File: src/rtl/matrix_mac.sv
// rtl/matrix_mac.sv - dot-product engine, one multiply-accumulate per cycle
//
// Computes sum(A[j]*B[j]) for j = 0..row-1 over two packed vectors of
// 32-bit elements. It captures the operands when a start is accepted and
// runs one MAC per clock. The full-precision result is returned with a
// busy/done handshake.
//
// Parameters:
//   row     elements per operand vector (>= 2)
//   SIGNED  1 = two's-complement operands, 0 = unsigned
//
// Ports:
//   clk         rising-edge clock
//   reset       asynchronous active-low reset
//   MAC_opcode  start request (accepted in IDLE when Busy_A is low)
//   Busy_A      matrix A load in progress; blocks a start
//   Data_A      A vector, element j at bits [(j+1)*32-1 -: 32]
//   Data_B      B vector, same packing
//   Result      registered dot product, RW = 64+$clog2(row) bits
//   Busy_MAC    high while a computation is in progress
//   Done_MAC    one-cycle pulse when Result is updated
module matrix_mac #(
    parameter int row    = 4,
    parameter bit SIGNED = 1'b1,
    localparam int RW    = 64 + $clog2(row)
) (
    input  logic                clk,
    input  logic                reset,
    input  logic                MAC_opcode,
    input  logic                Busy_A,
    input  logic [row*32-1:0]   Data_A,
    input  logic [row*32-1:0]   Data_B,
    output logic [RW-1:0]       Result,
    output logic                Busy_MAC,
    output logic                Done_MAC
);

    localparam int IW = $clog2(row);
    localparam logic [IW-1:0] LAST_IDX = IW'(row - 1);

    typedef enum logic {
        IDLE = 1'b0,
        RUN  = 1'b1
    } state_t;

    state_t              state_q, state_d;
    logic [RW-1:0]       acc_q, acc_d;
    logic [IW-1:0]       idx_q, idx_d;
    logic [row*32-1:0]   a_q, a_d;
    logic [row*32-1:0]   b_q, b_d;
    logic [RW-1:0]       result_q, result_d;
    logic                busy_q, busy_d;
    logic                done_q, done_d;

    logic [31:0]         a_el, b_el;
    logic [63:0]         a_ext, b_ext;
    logic [63:0]         prod;
    logic [RW-1:0]       prod_ext;
    logic [RW-1:0]       acc_sum;

    // Current element pair and its full-precision product. Extending both
    // operands to 64 bits first means a plain 64-bit multiply gives the
    // exact signed or unsigned product, since either always fits in 64 bits.
    always_comb begin
        a_el = a_q[{idx_q, 5'd0} +: 32];
        b_el = b_q[{idx_q, 5'd0} +: 32];
        if (SIGNED) begin
            a_ext = {{32{a_el[31]}}, a_el};
            b_ext = {{32{b_el[31]}}, b_el};
        end else begin
            a_ext = {32'd0, a_el};
            b_ext = {32'd0, b_el};
        end
        prod = a_ext * b_ext;
        if (SIGNED) begin
            prod_ext = {{(RW-64){prod[63]}}, prod};
        end else begin
            prod_ext = {{(RW-64){1'b0}}, prod};
        end
        acc_sum = acc_q + prod_ext;
    end

    always_comb begin
        state_d  = state_q;
        acc_d    = acc_q;
        idx_d    = idx_q;
        a_d      = a_q;
        b_d      = b_q;
        result_d = result_q;
        busy_d   = busy_q;
        done_d   = 1'b0;

        unique case (state_q)
            IDLE: begin
                // A request seen while A is still loading is dropped, not queued.
                if (MAC_opcode && !Busy_A) begin
                    a_d     = Data_A;
                    b_d     = Data_B;
                    acc_d   = '0;
                    idx_d   = '0;
                    busy_d  = 1'b1;
                    state_d = RUN;
                end
            end
            RUN: begin
                acc_d = acc_sum;
                idx_d = idx_q + 1'b1;
                if (idx_q == LAST_IDX) begin
                    result_d = acc_sum;
                    done_d   = 1'b1;
                    busy_d   = 1'b0;
                    idx_d    = '0;
                    state_d  = IDLE;
                end
            end
            default: state_d = IDLE;
        endcase
    end

    always_ff @(posedge clk or negedge reset) begin
        if (!reset) begin
            state_q  <= IDLE;
            acc_q    <= '0;
            idx_q    <= '0;
            a_q      <= '0;
            b_q      <= '0;
            result_q <= '0;
            busy_q   <= 1'b0;
            done_q   <= 1'b0;
        end else begin
            state_q  <= state_d;
            acc_q    <= acc_d;
            idx_q    <= idx_d;
            a_q      <= a_d;
            b_q      <= b_d;
            result_q <= result_d;
            busy_q   <= busy_d;
            done_q   <= done_d;
        end
    end

    assign Result   = result_q;
    assign Busy_MAC = busy_q;
    assign Done_MAC = done_q;

endmodule

File: config.mk
export PLATFORM = sky130hd
export DESIGN_NAME = matrix_mac
export DESIGN_NICKNAME = d
export VERILOG_FILES = /design/src/rtl/matrix_mac.sv
export SDC_FILE = /design/constraint.sdc
export NUM_CORES = 2
export LEC_CHECK = 0
export CORE_MARGIN = 2
export CORE_UTILIZATION = 35
export CTS_BUF_LIST = sky130_fd_sc_hd__clkbuf_8
export DETAILED_ROUTE_END_ITERATION = 8
export GPL_TIMING_DRIVEN = 0
export HOLD_SLACK_MARGIN = 0.1
export PLACE_DENSITY = 0.51
export RECOVER_POWER = 100
export SLEW_MARGIN = 20
export SYNTH_ARGS = -nofsm -noshare
export SYNTH_HDL_FRONTEND = slang
export SYNTH_SLANG_ARGS = --single-unit
File: constraint.sdc
create_clock -name clk -period 15.3 [get_ports clk]
set_input_delay 1.53 -clock clk [delete_from_list [all_inputs] [get_ports clk]]
set_output_delay 1.53 -clock clk [all_outputs]
set_load 0.05 [all_outputs]
==> out/results.tsv <==
stage	metric	value	unit
yosys	yosys warns	0	
yosys	Mapped Avg Cell Area	9.94	um^2
sta	Slew Viols, Final	411	
grt	first-pass GRT wire length	316	mm
route	vias post-DR	41700	
grt	total global-route track usage	27.7	%
sta	max_slew headroom	-239	%
status	violated checks	max-capacitance violations, max-slew violations	
die	I/O pin cnt	328	
grt	vias in the first global route	45100	
setup_path	crit path kind	reg -> reg	
finish	layout cell share with drive strength beyond 1	9.36	%
yosys	post-synthesis adder-cell area fraction	45.3	%
setup_path	critical path endpoint category	flip-flop	
clocking	CTS max path bufs	3	
grt	GR Util met3	6.17	%
yosys	compound-gate portion of the synthesized area	6.96	%
status	outcome	complete, but fails checks	
route	Post-Route WL	215	mm
grt	GR Util met1	38.5	%
route	vias per inst	5.18	
yosys	asr flop ratio synth	100	%
clocking	H-tree depth	3	
sta	setup violators final	0	
clocking	CTS tree	yes	
yosys	number of synthesized register bits	393	
yosys	Synth Cell Area	54800	um^2
sta	RSZ-0062 raised after global routing	no	
finish	P&R area growth vs syn	14.4	%
clocking	CTS buffer count	74	
sta	Final min period	14720	ps
setup_path	crit path DAT	15330	ps
die	die area	160000	um^2
clocking	CTS sink count	393	
route	TritonRoute pass-1 iters	5	
sta	Final Hold Fails	0	
grt	GRT overflow	0	
sta	Max Freq	68.0	MHz
route	DRC	0	
setup_path	cell mode on critical path	fa_1	
placed_design	gpl congestion	0.992	
yosys	post-synthesis xor/xnor area fraction	2.16	%
sta	Tcrit/Tclk final	96.2	%
yosys	largest family of logic cells by synthesized area	adder cells	
setup_path	worst reg2reg startpoint	idx_q[1]$_DFFE_PN0P_	
yosys	Synth Flop Type	dfrtp_1	
die	initial core utilization	35.2	%
finish	fin nets	7530	
clocking	root buffer cell	clkbuf_8	
grt	GRT busiest layer	met2	
die	core box area	156000	um^2
setup_path	Slowest-stage cell, CP	clkbuf_1	
sta	setup_tns	0	ps
grt	initial antenna violation count	9	
setup_path	Crit path largest cell delay	860	ps
die	die width	400	um
worst_hold_path	Worst Hold Launch	Result[5]$_DFFE_PN0P_	
finish	post-route cell area	62700	um^2
clocking	Clk Latency, worst-skew pair	780	ps
yosys	register area share after synthesis	18.0	%
route	Final ANT Viol Nets	0	
yosys	mux cell area share after synthesis	8.90	%
clocking	Post-CTS Setup Bufs	0	
setup_path	CP max FO	10	
route	number of DRC markers in iteration 0	3544	
placed_design	HPWL Detailed	181	mm
placed_design	Post-DP Area	61100	um^2
yosys	Post-Syn Instances	5509	
placed_design	number of port buffers	327	
grt	met2 Usage GRT	42.8	%
yosys	Cell variety after synth	67	
die	row count	145	
setup_path	critical path startpoint category	flip-flop	
setup_path	CP Launch Point	idx_q[1]$_DFFE_PN0P_	
die	DIE HEIGHT	400	um
clocking	clk slew on worst S/H paths	60	ps
sta	Worst-Margin Slew	5080	ps
yosys	Net Count, Synth	7103	
route	WL/cell	26.6	um
flow_run	number of max-cap violations	7	
setup_path	worst path required time	15920	ps
worst_hold_path	HP Class	reg -> reg	
yosys	Post-synth EDFFs	0	
grt	largest net degree at the start of global routing	94	
sta	clock skew	54.3	ps
yosys	Synth Area in Simple Gates	10.3	%
[registers in the layout, summed over array words and instances, names as in the netlist]
| name | flops |
|---|---|
| a_q | 128 |
| Busy_MAC | 1 |
| Done_MAC | 1 |
| Result | 66 |
| state_q | 1 |
| b_q | 128 |
| idx_q | 2 |
| acc_q | 66 |
[through the flow]
stage                     util (%)  cells  worst slack (ps)  hold slack, ps
after global routing          40.2   8053              50.8             510
after floorplan                  -   5509              4350             456
final                         40.2   8056               585             480
after detailed placement      39.2   7917               503             478
after global placement        38.9   7894             -5860             469
after CTS                     40.3   8048               393             493
[layout by cell type (no fill, tap or decap), drive strengths merged, types with 4 or more instances in the layout]
cell,instances
a21oi,149
ha,251
o31ai,7
fa,1083
nor3,12
mux4,9
and2,29
and3,12
a221oi,4
clkbuf,365
nor2b,16
buf,28
o21a,71
nand2b,15
dlygate4sd3,69
a22o,57
o21bai,19
clkinv,8
dfrtp,393
o21ai,156
mux2i,55
or3,5
o221ai,4
xor2,49
and4,9
a221o,5
o31a,4
nand3,21
o211ai,15
a21o,50
nor2,565
a31oi,18
diode,7
mux2,366
bufinv,6
xnor2,85
clkdlybuf4s50,257
inv,975
nand2,674
nand4,28
[routing by layer]
metal	share of wire (%)	vias up	wire length (um)
met1	43	21800	93000
met4	3.7	2	8010
li1	-	18000	-
met2	45	1636	95600
met3	8.3	305	17900
met5	0.0061	-	13
[Yosys cell counts, types with 28 or more instances]
cell type / instances / share of area [%]
fa_1: 1083 / 40
inv_1: 953 / 6.5
nand2_1: 674 / 4.6
nor2_1: 565 / 3.9
dfrtp_1: 393 / 18
mux2_2: 366 / 7.5
clkbuf_1: 261 / 1.8
ha_1: 251 / 5.7
a21oi_1: 148 / 1.4
o21ai_0: 110 / 1.0
xnor2_1: 84 / 1.3
o21a_1: 71 / 0.97
a22o_1: 57 / 0.91
mux2i_1: 55 / 1.0
a21o_1: 50 / 0.69
xor2_1: 49 / 0.78
o21ai_1: 46 / 0.42
and2_1: 29 / 0.33
nand4_1: 28 / 0.32
[final timing paths]
kind	end	slack, ps	depth (start not counted)
hold reg to reg	Result[5]$_DFFE_PN0P_	480	2
setup / recovery	Result[63]$_DFFE_PN0P_	580	41
hold / removal	Result[5]$_DFFE_PN0P_	480	2
max in group asynchronous	acc_q[46]$_DFFE_PN0P_	3170	4
setup reg to reg	Result[63]$_DFFE_PN0P_	580	41
min in group asynchronous	b_q[112]$_DFFE_PN0P_	1450	1
[final cells by class]
class / instances / area [um^2]
Antenna cell: 7 / 17.5
Buffer: 274 / 1040
Clock buffer: 94 / 1290
Clock inverter: 37 / 359
Fill cell: 15500 / 93200
Inverter: 954 / 3580
Multi-Input combinational cell: 3888 / 40400
Sequential cell: 393 / 9830
Tap cell: 2058 / 2570
Timing Repair Buffer: 351 / 3520
[kinds of logic (layout without fill, tap and decap cells)]
family | after synthesis | count (layout)
xor+xnor | 134 | 134
fa+ha+maj | 1334 | 1334
buf+inv | 1228 | 1710
flops | 393 | 393
mux | 430 | 430
compound gates | 591 | 591
simple gates | 1399 | 1399
other cells | 0 | 7
[critical path, delay by kind of cell (launching register included)]
family,cells,cell delay [ps]
adder cells (fa/ha/maj),10,4770
AO/OA/AOI/OAI,15,4180
buffers and inverters,8,3350
AND/OR/NAND/NOR,4,720
flip-flops,1,630
multiplexers,2,500
XOR/XNOR,2,390
[what timing repair did]
item / CTS / global route
hold buffers: 0 / 0
setup endpoints to repair: 0 / 10
gates resized for setup: 0 / 4
Power is not shown: default switching activity piles up to over one toggle a cycle in this logic, so the estimate is an artifact.
